$ cat config.mk
export PLATFORM = sky130hd
export DESIGN_NAME = game_flow_ctrl
export DESIGN_NICKNAME = d
export VERILOG_FILES = /design/src/rtl/game_pkg.sv /design/src/rtl/frame_tick_gen.sv /design/src/rtl/game_flow_ctrl.sv
export SDC_FILE = /design/constraint.sdc
export NUM_CORES = 1
export LEC_CHECK = 0
export BUFFER_PORTS_ARGS = -buffer_cell sky130_fd_sc_hd__buf_2
export CAP_MARGIN = 15
export CORE_ASPECT_RATIO = 1.5
export CORE_MARGIN = 10
export CORE_UTILIZATION = 30
export CTS_CLUSTER_DIAMETER = 100
export DETAILED_ROUTE_END_ITERATION = 10
export PLACE_DENSITY = 0.5
export RECOVER_POWER = 50
export SYNTH_ARGS = -nofsm -noshare
export SYNTH_HDL_FRONTEND = slang
export SYNTH_HIERARCHICAL = 1
export SYNTH_SLANG_ARGS = --single-unit
export TNS_END_PERCENT = 10
$ cat constraint.sdc
create_clock -name clk -period 4 [get_ports clk]
set_clock_uncertainty 0.15 [all_clocks]
set_input_delay 0.8 -clock clk [delete_from_list [all_inputs] [get_ports clk]]
set_output_delay 0.8 -clock clk [all_outputs]
set_load 0.02 [all_outputs]
$ cat src/rtl/game_pkg.sv
// Shared types and default constants for the brick-breaker game sequencer.
package game_pkg;

    // Top-level game phases owned by game_flow_ctrl
    typedef enum logic [2:0] {
        IDLE,
        SERVE,
        PLAY,
        LOSS,
        CLEAR,
        OVER
    } game_state_t;

    // 60 Hz frame rate from a 50 MHz system clock
    localparam int FRAME_DIV_DEF = 833333;
    localparam int LIFE_W_DEF    = 3;

endpackage

$ cat src/rtl/frame_tick_gen.sv
// Frame divider: counts clock cycles and flags the last cycle of each frame.
// The tick is combinational so the owner can register it together with its
// own state and keep every externally visible output registered.
module frame_tick_gen
    import game_pkg::*;
#(
    parameter int FRAME_DIV = FRAME_DIV_DEF
) (
    input  logic clk,
    input  logic rst_n,
    input  logic en,
    input  logic clr,
    output logic tick
);

    localparam int CNT_W = $clog2(FRAME_DIV);
    localparam logic [CNT_W-1:0] CNT_LAST = CNT_W'(FRAME_DIV - 1);

    logic [CNT_W-1:0] cnt_q;

    assign tick = en && !clr && (cnt_q == CNT_LAST);

    // Cycle counter: cleared on request, wraps at FRAME_DIV-1 while enabled
    always_ff @(posedge clk) begin
        if (!rst_n) begin
            cnt_q <= '0;
        end else if (clr) begin
            cnt_q <= '0;
        end else if (en) begin
            if (cnt_q == CNT_LAST) begin
                cnt_q <= '0;
            end else begin
                cnt_q <= cnt_q + CNT_W'(1);
            end
        end
    end

endmodule

$ cat src/rtl/game_flow_ctrl.sv
// Game sequencer for the brick-breaker datapath: owns the game FSM, the frame
// strobe, serve/loss/stage-clear control pulses and the display req/ack handshake.
module game_flow_ctrl
    import game_pkg::*;
#(
    parameter int LIFE_W       = LIFE_W_DEF,
    parameter int NUM_STAGES   = 4,
    parameter int STAGE_W      = 2,
    parameter int FRAME_DIV    = FRAME_DIV_DEF,
    parameter int SERVE_FRAMES = 180,
    parameter int HOLD_FRAMES  = 120
) (
    input  logic               clk,
    input  logic               rst_n,
    input  logic               i_down_detected,
    input  logic               i_up_detected,
    input  logic [LIFE_W-1:0]  i_life_count,
    input  logic               i_collision_life_loss,
    input  logic               i_brick_next_stage,
    input  logic               i_disp_ctrl_req,
    output logic               o_cal_frame,
    output logic               o_game_start,
    output logic               o_disp_ctrl_startgame,
    output logic               o_platform_initial_grab,
    output logic               o_ball_grab,
    output logic               o_ball_shoot,
    output logic               o_gadget_use,
    output logic               o_gadget_reset,
    output logic               o_score_life_loss,
    output logic               o_brick_load_stage,
    output logic [STAGE_W-1:0] o_stage,
    output logic               o_disp_ctrl_endgame,
    output logic               o_win,
    output logic               o_disp_ctrl_ack
);

    localparam int FRAME_MAX = (SERVE_FRAMES > HOLD_FRAMES) ? SERVE_FRAMES : HOLD_FRAMES;
    localparam int FCNT_W    = $clog2(FRAME_MAX + 1);
    localparam logic [FCNT_W-1:0]  FCNT_MAX   = FCNT_W'(FRAME_MAX);
    localparam logic [FCNT_W-1:0]  SERVE_LAST = FCNT_W'(SERVE_FRAMES - 1);
    localparam logic [FCNT_W-1:0]  HOLD_CNT   = FCNT_W'(HOLD_FRAMES);
    localparam logic [STAGE_W-1:0] STAGE_LAST = STAGE_W'(NUM_STAGES - 1);

    game_state_t        state_q;
    logic [FCNT_W-1:0]  frameCnt_q;
    logic [STAGE_W-1:0] stage_q;
    logic               reqArmed_q;
    logic               calFrame_q, gameStart_q, platGrab_q, ballGrab_q, ballShoot_q;
    logic               gadgetUse_q, gadgetReset_q, scoreLoss_q, loadStage_q;
    logic               endgame_q, win_q, ack_q;

    logic tickEn;
    logic frameTick;
    logic serveDone;
    logic holdDone;
    logic ackOk;

    // Frames are only timed in the phases that need them; every other phase
    // holds the divider at zero so SERVE and OVER always start a fresh frame.
    assign tickEn    = (state_q == SERVE) || (state_q == PLAY) || (state_q == OVER);
    assign serveDone = frameTick && (frameCnt_q == SERVE_LAST);
    assign holdDone  = (frameCnt_q >= HOLD_CNT);
    assign ackOk     = i_disp_ctrl_req && reqArmed_q;

    frame_tick_gen #(
        .FRAME_DIV (FRAME_DIV)
    ) u_frame_tick (
        .clk   (clk),
        .rst_n (rst_n),
        .en    (tickEn),
        .clr   (!tickEn),
        .tick  (frameTick)
    );

    // Game FSM with registered outputs; pulses default low and are raised by the transition that causes them
    always_ff @(posedge clk) begin
        if (!rst_n) begin
            state_q       <= IDLE;
            frameCnt_q    <= '0;
            stage_q       <= '0;
            reqArmed_q    <= 1'b1;
            calFrame_q    <= 1'b0;
            gameStart_q   <= 1'b0;
            platGrab_q    <= 1'b0;
            ballGrab_q    <= 1'b0;
            ballShoot_q   <= 1'b0;
            gadgetUse_q   <= 1'b0;
            gadgetReset_q <= 1'b0;
            scoreLoss_q   <= 1'b0;
            loadStage_q   <= 1'b0;
            endgame_q     <= 1'b0;
            win_q         <= 1'b0;
            ack_q         <= 1'b0;
        end else begin
            gameStart_q   <= 1'b0;
            platGrab_q    <= 1'b0;
            ballShoot_q   <= 1'b0;
            gadgetUse_q   <= 1'b0;
            gadgetReset_q <= 1'b0;
            scoreLoss_q   <= 1'b0;
            loadStage_q   <= 1'b0;
            ack_q         <= 1'b0;
            calFrame_q    <= frameTick && ((state_q == SERVE) || (state_q == PLAY));

            // A dropped request re-arms the acknowledge so each ack needs a fresh req
            if (!i_disp_ctrl_req) begin
                reqArmed_q <= 1'b1;
            end

            if (!tickEn) begin
                frameCnt_q <= '0;
            end else if (frameTick && (frameCnt_q != FCNT_MAX)) begin
                frameCnt_q <= frameCnt_q + FCNT_W'(1);
            end

            case (state_q)
                IDLE: begin
                    if (i_down_detected) begin
                        state_q       <= SERVE;
                        gameStart_q   <= 1'b1;
                        platGrab_q    <= 1'b1;
                        gadgetReset_q <= 1'b1;
                        loadStage_q   <= 1'b1;
                        ballGrab_q    <= 1'b1;
                        stage_q       <= '0;
                        win_q         <= 1'b0;
                    end
                end
                SERVE: begin
                    if (i_down_detected || serveDone) begin
                        state_q     <= PLAY;
                        ballShoot_q <= 1'b1;
                        ballGrab_q  <= 1'b0;
                    end
                end
                PLAY: begin
                    gadgetUse_q <= i_up_detected;
                    if (i_collision_life_loss) begin
                        state_q     <= LOSS;
                        scoreLoss_q <= 1'b1;
                    end else if (i_brick_next_stage) begin
                        state_q <= CLEAR;
                    end
                end
                LOSS: begin
                    gadgetReset_q <= 1'b1;
                    if (i_life_count == '0) begin
                        state_q   <= OVER;
                        endgame_q <= 1'b1;
                    end else begin
                        state_q    <= SERVE;
                        platGrab_q <= 1'b1;
                        ballGrab_q <= 1'b1;
                    end
                end
                CLEAR: begin
                    if (ackOk) begin
                        ack_q      <= 1'b1;
                        reqArmed_q <= 1'b0;
                        if (stage_q == STAGE_LAST) begin
                            state_q   <= OVER;
                            endgame_q <= 1'b1;
                            win_q     <= 1'b1;
                        end else begin
                            state_q       <= SERVE;
                            stage_q       <= stage_q + STAGE_W'(1);
                            loadStage_q   <= 1'b1;
                            platGrab_q    <= 1'b1;
                            gadgetReset_q <= 1'b1;
                            ballGrab_q    <= 1'b1;
                        end
                    end
                end
                OVER: begin
                    if (holdDone && i_down_detected && ackOk) begin
                        state_q    <= IDLE;
                        ack_q      <= 1'b1;
                        reqArmed_q <= 1'b0;
                        endgame_q  <= 1'b0;
                    end
                end
                default: begin
                    state_q <= IDLE;
                end
            endcase
        end
    end

    assign o_cal_frame             = calFrame_q;
    assign o_game_start            = gameStart_q;
    assign o_disp_ctrl_startgame   = gameStart_q;
    assign o_platform_initial_grab = platGrab_q;
    assign o_ball_grab             = ballGrab_q;
    assign o_ball_shoot            = ballShoot_q;
    assign o_gadget_use            = gadgetUse_q;
    assign o_gadget_reset          = gadgetReset_q;
    assign o_score_life_loss       = scoreLoss_q;
    assign o_brick_load_stage      = loadStage_q;
    assign o_stage                 = stage_q;
    assign o_disp_ctrl_endgame     = endgame_q;
    assign o_win                   = win_q;
    assign o_disp_ctrl_ack         = ack_q;

endmodule

==> run summary <==
Nets@finish = 302
Hold-fix buffers, CTS = 0
Tightest Pin Transition = 0.805 ns
Via count = 2,042
Setup TNS = 0 ns
Setup crit start kind = flop
RSZ-0062 raised after global routing = false
CTS Root Cell = clkbuf_16
Num ports = 25
CTS tree = done
Hold Slack = 0.345 ns
DRT iter0 DRCs = 91
Avg Vias per Cell = 5.24
Largest net degree at the start of global routing = 20
Die height = 129 um
P_leak = 0.874 nW
Detail Route Antenna Nets = 0
Highest Clock Rate = 296 MHz
Async SR Flop Fraction = 0%
Clock slew at reported path FFs = 0.06 ns
Final GP Congestion = 0.891
Req. time, crit path = 4.03 ns
Syn Inst Count = 267
Crit path cell chain = nand2b_1, a21bo_1, nand2_1, or3_1, nor4_1, clkbuf_1, a41oi_2, a311o_1, mux2i_1
Die area = 12,000 um2
Worst setup EP type = flop
HPWL reported at the end of detailed placement = 4.32 mm
Simple-gate share of the synthesized area = 31.3%
Area growth, synth to finish = 13.5%
Slowest stage delay, CP = 0.70 ns
First-pass GRT wire length = 9.44 mm
Largest family of logic cells by synthesized area = simple AND/OR/NAND/NOR gates
Adder-cell share of the synthesized area = 2.63%
Total global-route track usage = 9.81%
Core footprint = 7660 um2
Total power = 1.12 mW
CTS HTree Levels = 2
Placement Cell Area = 2560 um2
Ys flop type = dfxtp_1
N_diodes = 0
Worst EP arrival = 3.40 ns
Number of buffers created by CTS = 5
Register area share after synthesis = 38.7%
Total Wirelength = 5.76 mm
Synthesized flop and latch total = 46
Crit-path max FO = 19
Syn Area/Cell = 8.91 um2
1st-pass router iterations = 4
Xor and xnor area share after synthesis = 7.36%
Initial Util = 31.1%
Crit Path Category = reg -> reg
CP max-delay cell = dfxtp_1
P per Cell Area = 416 nW/um2
Design area = 2700 um2
Type of the tightest min-delay check = reg -> reg
Synth Cell Area = 2380 um2
Cell Rows = 39
Clock Latency Late Sink = 0.29 ns
Max-Cap Viols = 0
CTS Sinks = 46
Slew Viols, Final = 0
Final Cycle Share = 84.4%
Setup bufs post-CTS = 0
Finished Core Util = 35.3%
Mapped Nets = 282
Share of post-route cells with drive strength above 1 = 8.33%
Final setup viols = 0
Synth Area in Compound Gates = 13.7%
Hold Vio Cnt, Final = 0
I/O Buffers = 24
Multiplexer share of the synthesized area = 1.68%
Worst vdd ir = 153 uV
CTS resizes = 0
Die Wd = 92.7 um
Post-DR wirelength/cell = 14.8 um
DRC errors left = 0
Post-synth EDFFs = 0
Synth unique cells = 53
Initial antenna violation count = 0
Status = finished clean
Vias in the first global route = 1,965
Final min period = 3.38 ns
GRT Residual Overflow = 0
Yosys warning total = 6
Rel. slew slack = 46.4%
Fillcell total = 832
CTS max path bufs = 2
-- cell usage after synthesis (4+ instances only) --
cell type / instances / area, um2
xnor2_1: 12 / 105
nand3_1: 12 / 60.1
dfxtp_1: 46 / 921
mux2i_1: 4 / 40.0
and4_1: 7 / 61.3
nor3_1: 6 / 30.0
ha_1: 5 / 62.6
and3_1: 4 / 25.0
nand2_1: 15 / 56.3
inv_1: 10 / 37.5
nor2b_1: 4 / 25.0
a21oi_1: 14 / 70.1
clkbuf_1: 4 / 15.0
buf_2: 4 / 20.0
nor2_1: 34 / 128
nand4_1: 11 / 68.8
nor4_1: 6 / 37.5
o31ai_1: 4 / 30.0
xor2_1: 8 / 70.1
-- final cells by class --
type / count / area (um2) / area share [%]
sequential: 46 / 921 / 34.1
clock buffer: 7 / 133 / 4.91
multi-input combinational: 199 / 1350 / 49.9
clock inverter: 1 / 30.0 / 1.11
tap: 102 / 128 / 4.72
timing repair buffer: 25 / 104 / 3.84
inverter: 10 / 37.5 / 1.39
-- worst paths after layout --
kind / startpoint / endpoint / slack, ns / depth (start not counted)
worst min-delay path: o_ball_grab / o_ball_grab / 0.35 / 2
worst max-delay path: state_q[0] / state_q[2] / 0.62 / 9
worst min register to register: o_ball_grab / o_ball_grab / 0.35 / 2
worst max register to register: state_q[0] / state_q[2] / 0.62 / 9
-- registers in the layout, summed over array words and instances, names as in the netlist --
signal / count
u_frame_tick/cnt_q: 20
o_disp_ctrl_startgame: 1
o_platform_initial_grab: 1
reqArmed_q: 1
o_cal_frame: 1
o_stage: 2
o_brick_load_stage: 1
state_q: 3
o_ball_grab: 1
o_disp_ctrl_endgame: 1
o_gadget_use: 1
o_ball_shoot: 1
o_gadget_reset: 1
o_score_life_loss: 1
frameCnt_q: 8
o_win: 1
o_disp_ctrl_ack: 1
-- cells by family (layout without fill, tap and decap cells) --
logic type	Yosys count	count (layout)
and+or+nand+nor	126	126
muxes	4	4
xor gates and xnor gates	20	20
AOI/OAI and AO/OA	44	44
buffers and inverters	22	43
adders and majority gates	5	5
DFF	46	46
-- cell usage in the layout (no fill, tap or decap), types with 4 or more instances in the layout --
cell and instances:
dfxtp_1 46, nor2_1 34, clkbuf_1 19, nand2_1 15, a21oi_1 14, nand3_1 12, xnor2_1 12, nand4_1 11
inv_1 10, xor2_1 8, buf_2 8, and4_1 7, nor4_1 6, nor3_1 6, ha_1 5, clkbuf_16 5
nor2b_1 4, and3_1 4, mux2i_1 4, o31ai_1 4
-- where the power goes --
part | switching, mW | internal [mW]
sequential | 0.0251 | 0.474
clock | 0.171 | 0.296
combinational | 0.0992 | 0.0585
total | 0.295 | 0.827
-- per-layer routing --
layer | wire length, um | GRT usage, % | vias up
li1 | - | - | 1017
met1 | 2360 | 9.68 | 979
met2 | 3060 | 18.2 | 34
met3 | 195 | 2.72 | 12
met4 | 143 | 5.10 | 0
met5 | 0 | 0 | -
-- critical path: cells and delay by family, from the launching register on --
family / cells / cell delay, ns
AO/OA/AOI/OAI: 3 / 1.09
buffers and inverters: 1 / 0.29
flip-flops: 1 / 0.70
multiplexers: 1 / 0.12
AND/OR/NAND/NOR: 4 / 0.92
-- per-stage QoR --
stage	instances	worst slack [ns]
5_1_grt	390	0.382
3_5_place_dp	382	0.904
4_1_cts	390	0.892
3_3_place_gp	382	0.984
2_1_floorplan	267	1.02
6_report	390	0.625
No activity file was read; power rests on OpenSTA's default activity.
